**config.mk**
```make
export PLATFORM = sky130hd
export DESIGN_NAME = mips_regfile_dumper_flat
export DESIGN_NICKNAME = d
export VERILOG_FILES = /design/src/rtl/mips_pkg.sv /design/src/rtl/mips_regfile_dumper_if.sv /design/src/rtl/mips_regfile_dumper.sv /design/src/flat_wrapper.sv
export SDC_FILE = /design/constraint.sdc
export NUM_CORES = 1
export LEC_CHECK = 0
export CORE_MARGIN = 2
export CORE_UTILIZATION = 40
export CTS_CLUSTER_DIAMETER = 40
export DETAILED_ROUTE_END_ITERATION = 16
export DONT_BUFFER_PORTS = 1
export PLACE_DENSITY = 0.64
export SYNTH_ARGS = -nofsm -noshare
export SYNTH_HDL_FRONTEND = slang
export SYNTH_SLANG_ARGS = --single-unit
```
**constraint.sdc**
```tcl
create_clock -name clock -period 2.9 [get_ports clock]
set_clock_uncertainty 0.15 [all_clocks]
set_input_delay 0.29 -clock clock [delete_from_list [all_inputs] [get_ports clock]]
set_output_delay 0.29 -clock clock [all_outputs]
set_load 0.005 [all_outputs]
```
**src/rtl/mips_pkg.sv**
```systemverilog
// Shared MIPS definitions used by the register-file dumper.
//   REG_COUNT / REG_ADDR_W / REG_DATA_W : register-file geometry
//   dumper_state_e                      : dumper FSM state encoding
package mips_pkg;

    localparam int REG_COUNT  = 32;
    localparam int REG_ADDR_W = 5;
    localparam int REG_DATA_W = 32;

    typedef enum logic [1:0] {
        ST_IDLE = 2'd0,
        ST_LOAD = 2'd1,
        ST_SEND = 2'd2,
        ST_DONE = 2'd3
    } dumper_state_e;

endpackage : mips_pkg

```
**src/rtl/mips_regfile_dumper_if.sv**
```systemverilog
// Valid/ready beat stream carrying one dumped register per beat.
//   dump_valid : beat fields are valid           (master -> slave)
//   dump_ready : sink accepts when valid&&ready  (slave -> master)
//   dump_data  : register contents               (master -> slave)
//   dump_index : register index of dump_data     (master -> slave)
//   dump_last  : final beat of the range         (master -> slave)
interface mips_regfile_dumper_if #(
    parameter int DATA_W = 32,
    parameter int ADDR_W = 5
);
    logic              dump_valid;
    logic              dump_ready;
    logic [DATA_W-1:0] dump_data;
    logic [ADDR_W-1:0] dump_index;
    logic              dump_last;

    modport master (
        output dump_valid,
        output dump_data,
        output dump_index,
        output dump_last,
        input  dump_ready
    );

    modport slave (
        input  dump_valid,
        input  dump_data,
        input  dump_index,
        input  dump_last,
        output dump_ready
    );

endinterface : mips_regfile_dumper_if

```
**src/rtl/mips_regfile_dumper.sv**
```systemverilog
// Walks register indices [first_reg..last_reg] through one register-file read
// port and streams each word out on a valid/ready interface.
//   clock, reset          : single clock, synchronous active-high reset
//   start                 : one-cycle request, sampled only in IDLE
//   first_reg, last_reg   : inclusive index range, latched on accepted start
//   rd_reg / rd_data      : register-file read port (combinational read)
//   dump                  : beat stream (master side)
//   busy                  : high from accepted start until the end of DONE
//   done, range_err       : one-cycle completion pulse / empty-range flag
module mips_regfile_dumper
    import mips_pkg::*;
#(
    parameter int DATA_W = REG_DATA_W,
    parameter int ADDR_W = REG_ADDR_W
) (
    input  logic                  clock,
    input  logic                  reset,
    input  logic                  start,
    input  logic [ADDR_W-1:0]     first_reg,
    input  logic [ADDR_W-1:0]     last_reg,
    output logic [ADDR_W-1:0]     rd_reg,
    input  logic [DATA_W-1:0]     rd_data,
    mips_regfile_dumper_if.master dump,
    output logic                  busy,
    output logic                  done,
    output logic                  range_err
);

    dumper_state_e     state_q, state_d;
    logic [ADDR_W-1:0] rd_reg_q, rd_reg_d;
    logic [ADDR_W-1:0] range_last_q, range_last_d;
    logic              valid_q, valid_d;
    logic [DATA_W-1:0] data_q, data_d;
    logic [ADDR_W-1:0] index_q, index_d;
    logic              last_q, last_d;
    logic              busy_q, busy_d;
    logic              err_q, err_d;

    always_comb begin
        state_d      = state_q;
        rd_reg_d     = rd_reg_q;
        range_last_d = range_last_q;
        valid_d      = valid_q;
        data_d       = data_q;
        index_d      = index_q;
        last_d       = last_q;
        busy_d       = busy_q;
        err_d        = err_q;

        case (state_q)
            ST_IDLE: begin
                if (start) begin
                    busy_d = 1'b1;
                    if (first_reg <= last_reg) begin
                        range_last_d = last_reg;
                        rd_reg_d     = first_reg;
                        err_d        = 1'b0;
                        state_d      = ST_LOAD;
                    end else begin
                        // Empty range: no beats, flag it alongside done.
                        err_d   = 1'b1;
                        state_d = ST_DONE;
                    end
                end
            end
            ST_LOAD: begin
                data_d   = rd_data;
                index_d  = rd_reg_q;
                last_d   = (rd_reg_q == range_last_q);
                valid_d  = 1'b1;
                rd_reg_d = rd_reg_q + 1'b1;
                state_d  = ST_SEND;
            end
            ST_SEND: begin
                if (valid_q && dump.dump_ready) begin
                    if (last_q) begin
                        valid_d = 1'b0;
                        state_d = ST_DONE;
                    end else begin
                        // Capture the next word on the accepting edge so
                        // back-to-back beats have no bubble.
                        data_d   = rd_data;
                        index_d  = rd_reg_q;
                        last_d   = (rd_reg_q == range_last_q);
                        rd_reg_d = rd_reg_q + 1'b1;
                    end
                end
            end
            ST_DONE: begin
                busy_d  = 1'b0;
                err_d   = 1'b0;
                state_d = ST_IDLE;
            end
            default: state_d = ST_IDLE;
        endcase
    end

    always_ff @(posedge clock) begin
        if (reset) begin
            state_q      <= ST_IDLE;
            rd_reg_q     <= '0;
            range_last_q <= '0;
            valid_q      <= 1'b0;
            data_q       <= '0;
            index_q      <= '0;
            last_q       <= 1'b0;
            busy_q       <= 1'b0;
            err_q        <= 1'b0;
        end else begin
            state_q      <= state_d;
            rd_reg_q     <= rd_reg_d;
            range_last_q <= range_last_d;
            valid_q      <= valid_d;
            data_q       <= data_d;
            index_q      <= index_d;
            last_q       <= last_d;
            busy_q       <= busy_d;
            err_q        <= err_d;
        end
    end

    assign rd_reg          = rd_reg_q;
    assign dump.dump_valid = valid_q;
    assign dump.dump_data  = data_q;
    assign dump.dump_index = index_q;
    assign dump.dump_last  = last_q;
    assign busy            = busy_q;
    assign done            = (state_q == ST_DONE);
    assign range_err       = (state_q == ST_DONE) && err_q;

endmodule : mips_regfile_dumper
```
**src/flat_wrapper.sv**
```systemverilog
// flat-port wrapper written by rule: the top's interface ports become plain ports
module mips_regfile_dumper_flat import mips_pkg::*;
#(
    parameter int DATA_W = REG_DATA_W,
    parameter int ADDR_W = REG_ADDR_W
)
  (clock, reset, start, first_reg, last_reg, rd_reg, rd_data, busy, done, range_err, dump_dump_valid, dump_dump_data, dump_dump_index, dump_dump_last, dump_dump_ready);
  mips_regfile_dumper_if #(.DATA_W(DATA_W), .ADDR_W(ADDR_W)) dump_i ();
  input  logic clock;
  input  logic reset;
  input  logic start;
  input  logic [ADDR_W-1:0] first_reg;
  input  logic [ADDR_W-1:0] last_reg;
  output logic [ADDR_W-1:0] rd_reg;
  input  logic [DATA_W-1:0] rd_data;
  output logic busy;
  output logic done;
  output logic range_err;
  output wire logic [$bits(dump_i.dump_valid)-1:0] dump_dump_valid;
  output wire logic [$bits(dump_i.dump_data)-1:0] dump_dump_data;
  output wire logic [$bits(dump_i.dump_index)-1:0] dump_dump_index;
  output wire logic [$bits(dump_i.dump_last)-1:0] dump_dump_last;
  input wire logic [$bits(dump_i.dump_ready)-1:0] dump_dump_ready;
  assign dump_dump_valid = dump_i.dump_valid;
  assign dump_dump_data = dump_i.dump_data;
  assign dump_dump_index = dump_i.dump_index;
  assign dump_dump_last = dump_i.dump_last;
  assign dump_i.dump_ready = dump_dump_ready;
  mips_regfile_dumper #(.DATA_W(DATA_W), .ADDR_W(ADDR_W)) u_core (.clock(clock), .reset(reset), .start(start), .first_reg(first_reg), .last_reg(last_reg), .rd_reg(rd_reg), .rd_data(rd_data), .dump(dump_i), .busy(busy), .done(done), .range_err(range_err));
endmodule
```
# Word-level counts from Yosys, hierarchy flattened
# Cells that the tools add are included.
# op_classes
addsub	1
magnitude_cmp	1
n_eq_ne	9
mux	27
n_reduce_logical	13
# ops
cell	count
32-bit two-way mux	2
32-bit one-hot mux with 2 select lines	1
5-bit two-way mux	6
5-bit one-hot mux with 3 select lines	1
3-bit AND reduction	4
5-bit one-hot mux with 2 select lines	1
2-bit two-way mux	4
1-bit one-hot mux with 2 select lines	4
2-bit one-hot mux with 4 select lines	1
1-bit two-way mux	7
2-bit by 1-bit inequality test with 1-bit output (second input constant)	3
5-bit by 1-bit adder with 5-bit output (second input constant)	1
5-bit equality test	1
5-bit <= comparator	1
5-bit AND reduction	1
2-bit equality test (second input constant)	2
2-bit inequality test (second input constant)	2
2-bit AND reduction	2
2-bit nonzero test	2
3-bit nonzero test	1
2-bit by 1-bit equality test with 1-bit output (second input constant)	1
1-bit logical AND	2
2-bit logical NOT	1
# totals
ff_bits	53
in_bits	46
elab_cells	60

# Depth between registers and ports, before layout
# Gate-level depths: netlist (run 1).
# depth
word_depth	4
mapped_depth	9
mapped_depth_nobuf	7

# Least setup slack after synthesis (run 1)
# OpenSTA, ideal clock, no wires.
# synth_timing
path_kind	register -> register
start	reg u_core.state_q[0]
end	reg u_core.rd_reg_q[3], in the netlist u_core.rd_reg[3]
setup_time_ns	0.070
arrival_time_ns	1.589
required_time_ns	2.680
path_slack_ns	1.091
stages_incl_launch_ff	7
path_buffers	0
path_cell_list	dfxtp_1 -> inv_1 -> ha_1 -> nor2b_1 -> a211oi_4 -> or3b_1 -> a21oi_1
# synth_via
elab_chain_cells	3
word_cells_on_any_way	10
cone_classes	6 x eq/ne; 1 x mux; 3 x reduce/logical
# synth_lines
item	line_no	source
start: declaration	mips_regfile_dumper.sv:29	dumper_state_e state_q, state_d;
start signal: assignment	mips_regfile_dumper.sv:110	state_q <= state_d;
2-bit equality test, or another cell as far along	mips_regfile_dumper.sv:50	case (state_q)
2-bit inequality test (no line), or another cell as far along	--	
5-bit AND reduction (no line)	--	
end signal: assignment	mips_regfile_dumper.sv:111	rd_reg_q <= rd_reg_d;
end: declaration	mips_regfile_dumper.sv:30	logic [ADDR_W-1:0] rd_reg_q, rd_reg_d;
# Parallel ways exist; a longest one is shown, timed or not.
# A chain may end at the register's enable or synchronous reset.

# Worst setup path after layout (run 1)
# layout_timing
start	reg u_core.state_q[0]
end	reg u_core.data_q[26], in the netlist u_core.dump.dump_data[26]
# layout_via
elab_chain_cells	3
word_cells_on_any_way	7
cone_classes	4 x eq/ne; 1 x mux; 2 x reduce/logical
# layout_lines
item	line_no	source
2-bit equality test or 2-bit by 1-bit equality test with 1-bit output (tied branches)	mips_regfile_dumper.sv:50	
2-bit inequality test (no line), or another cell as far along	--	
3-bit AND reduction (no line)	--	
end signal: assignment	mips_regfile_dumper.sv:114	data_q <= data_d;
end: declaration	mips_regfile_dumper.sv:33	logic [DATA_W-1:0] data_q, data_d;
# Parallel ways exist; a longest one is shown, timed or not.

==> metrics.md, run 1 <==
| Metric | Value |
|---|---|
| Mapped Nets | 352 |
| Max Slew Vio Count | 0 |
| Routed vias | 2126 |
| Post-layout util | 50.3% |
| Final setup violating endpoints | 0 |
| Vias per cell | 5.26 |
| Slowest cell on the critical path | dlygate4sd3_1 |
| Yosys reg bits | 53 |
| Most common cell after layout, fill and taps aside | nand2_1 |
| Critical Path RT | 2990 ps |
| Crit. End Element | flip-flop |
| Crit Path Class | reg -> reg |
| PD cells | 851 nW/um2 |
| First-pass GRT wire length | 8960 um |
| YS warnings | 0 |
| Post-layout nets | 384 |
| Seq/Total Area, Yosys | 44.6% |
| Fmax | 0.404 GHz |
| Register clock-pin slew on the reported worst setup and hold paths | 90 ps |
| Clock sinks | 53 |
| Largest stage delay, worst path | 560 ps |
| Endpoints failing hold | 0 |
| Clk root buf | clkbuf_8 |
| Avg WL per Cell | 14.8 um |
| HPWL Detailed | 3730 um |
| Leakage power total | 0.00114 uW |
| Netlist cell types | 35 |
| Most frequent cells in the layout | nand2_1 (81), dfxtp_1 (53), a21oi_1 (46), dlygate4sd3_1 (37), nor2_1 (14) |
| Slew HR | 59.6% |
| Worst-margin pin slew | 605 ps |
| Post-cts repair resize count | 0 |
| Initial antenna violation count | 0 |
| Port-buffer cells | 0 |
| Initial DRC count | 52 |
| Startpoint types | flip-flop |
| Time the worst path needs with I/O delays and setup | 2470 ps |
| Syn avg cell area | 8.04 um2 |
| FFs w/ async S/R, synth | 0% |
| Clk buf depth | 2 |
| Die Footprint | 6580 um2 |
| Crit path DAT | 2570 ps |
| Drc violations | 0 |
| Vias in the first global route | 1892 |
| Clock latency on the worst-skew pair | 300 ps |
| Initial Util | 40.9% |
| Worst vdd ir | 0.000448 V |
| Worst Path Max Fanout | 22 |
| Placer Congestion | 0.834 |
| H-tree depth | 2 |
| Area growth, synth to finish | 22.9% |
| Gr usage total | 17.5% |
| Hold buffers post-CTS | 38 |
| N_diodes | 0 |
| Setup_tns | 0 ps |
| CTS tree | built |
| Pin count of the biggest net entering global routing | 48 |
| Row count | 28 |
| Type of the tightest min-delay check | in -> reg |
| Post-route ant nets | 0 |
| EDFF count, synth | 0 |
| Die X | 81.1 um |
| Grt ovf | 0 |
| RSZ-0062 raised after global routing | false |
| Routed WL | 5980 um |
| Cell area after synthesis | 2380 um2 |
| Main synth FF type | dfxtp_1 |
| Core Footprint | 5820 um2 |
| Max cap viols | 0 |
| I/O pin count | 93 |
| Post-route clock period utilization | 85.3% |
| Flop-to-flop setup slack | 430 ps |
| Post-CTS setup buffer count | 0 |
| Die Y | 81.1 um |
| CTS buffer count | 5 |
| Outcome | complete, no violations |
| Fillers | 550 |
| Fraction of layout cells with a size suffix above 1 | 6.08% |
| Flip-flop count of the largest register after layout | 32 |
| Overall power | 2490 uW |
| DR pass1 iterations | 4 |
| Cell Chain, Critical Path | inv_1 -> ha_1 -> nor2b_1 -> a21o_1 -> buf_4 -> nand2_1 -> a21oi_1 -> dlygate4sd3_1 |
| Synth Instances | 296 |
critical path: cells and delay by family (launching register included):
kind / cells / cell delay (ps)
and+or+nand+nor: 2 / 350
adders and majority gates: 1 / 340
DFF: 1 / 380
AOI/OAI and AO/OA: 2 / 280
buffers and inverters: 3 / 900
stage by stage:
stage / instance area, um2 / hold slack (ps) / setup slack [ps] / instances
2_1_floorplan: 2380 / 280 / 1090 / 296
3_3_place_gp: 2410 / 215 / 811 / 358
3_5_place_dp: 2410 / 219 / 770 / 358
4_1_cts: 2920 / 1.34 / 466 / 404
5_1_grt: 2920 / 8.10 / 152 / 404
6_report: 2920 / 17.1 / 427 / 404
cell usage after synthesis, drive strengths merged (3+ instances only):
master / instances / area, um2
o21ai: 11 / 58.8
xor2: 4 / 35.0
buf: 10 / 58.8
mux2i: 6 / 60.1
nor2b: 6 / 37.5
a21oi: 47 / 239
nand3: 5 / 25.0
nor3: 3 / 15.0
dfxtp: 53 / 1060
nand2: 81 / 304
clkbuf: 6 / 22.5
a211oi: 3 / 40.0
nand2b: 12 / 75.1
nor2: 14 / 52.6
ha: 10 / 125
inv: 10 / 37.5
cell type report:
cell class | instances | area (um2) | area share [%]
multi-input combinational | 217 | 1200 | 41.0
sequential | 53 | 1060 | 36.3
timing repair buffer | 41 | 413 | 14.1
tap | 75 | 93.8 | 3.21
clock buffer | 6 | 82.6 | 2.82
clock inverter | 2 | 37.5 | 1.28
inverter | 10 | 37.5 | 1.28
metal layers:
layer / track usage, % / up-vias / routed length [um]
li1: - / 1043 / -
met1: 19.9 / 997 / 2610
met2: 31.7 / 76 / 2870
met3: 5.33 / 10 / 421
met4: 4.75 / 0 / 85
met5: 0 / - / 0
worst paths after layout:
| kind | startpoint | to | depth (start not counted) |
|---|---|---|---|
| setup / recovery | u_core.state_q[0]$_SDFFE_PP0P_ | u_core.dump.dump_data[26]$_SDFFE_PP0P_ | 8 |
| hold / removal | reset | u_core.range_last_q[0]$_SDFFE_PP0P_ | 2 |
| setup reg to reg | u_core.state_q[0]$_SDFFE_PP0P_ | u_core.dump.dump_data[26]$_SDFFE_PP0P_ | 8 |
| hold reg to reg | u_core.dump.dump_data[10]$_SDFFE_PP0P_ | u_core.dump.dump_data[10]$_SDFFE_PP0P_ | 2 |
cell families (layout without fill, tap and decap cells):
kind of cell | count (synthesis) | count (layout) | synth area share (%)
xor+xnor | 5 | 5 | 1.84
flops | 53 | 53 | 44.6
simple gates | 126 | 126 | 23.5
fa+ha+maj | 10 | 10 | 5.26
buf+inv | 26 | 59 | 5.00
compound gates | 69 | 69 | 16.8
mux | 7 | 7 | 3.00
power by group:
part	switching (uW)	internal, uW	total (uW)
logic	532	354	886
clock network	236	281	516
registers	184	901	1090
(Power assumes the default switching activity.)
==> inputs of run 2 (changes only) <==
CTS_BUF_LIST = sky130_fd_sc_hd__clkbuf_4 sky130_fd_sc_hd__clkbuf_8   (was not set)
SLEW_MARGIN = 20   (was not set)
==> results of run 2 <==
No change in the layout: final DEF, timing and power equal those of run 1.
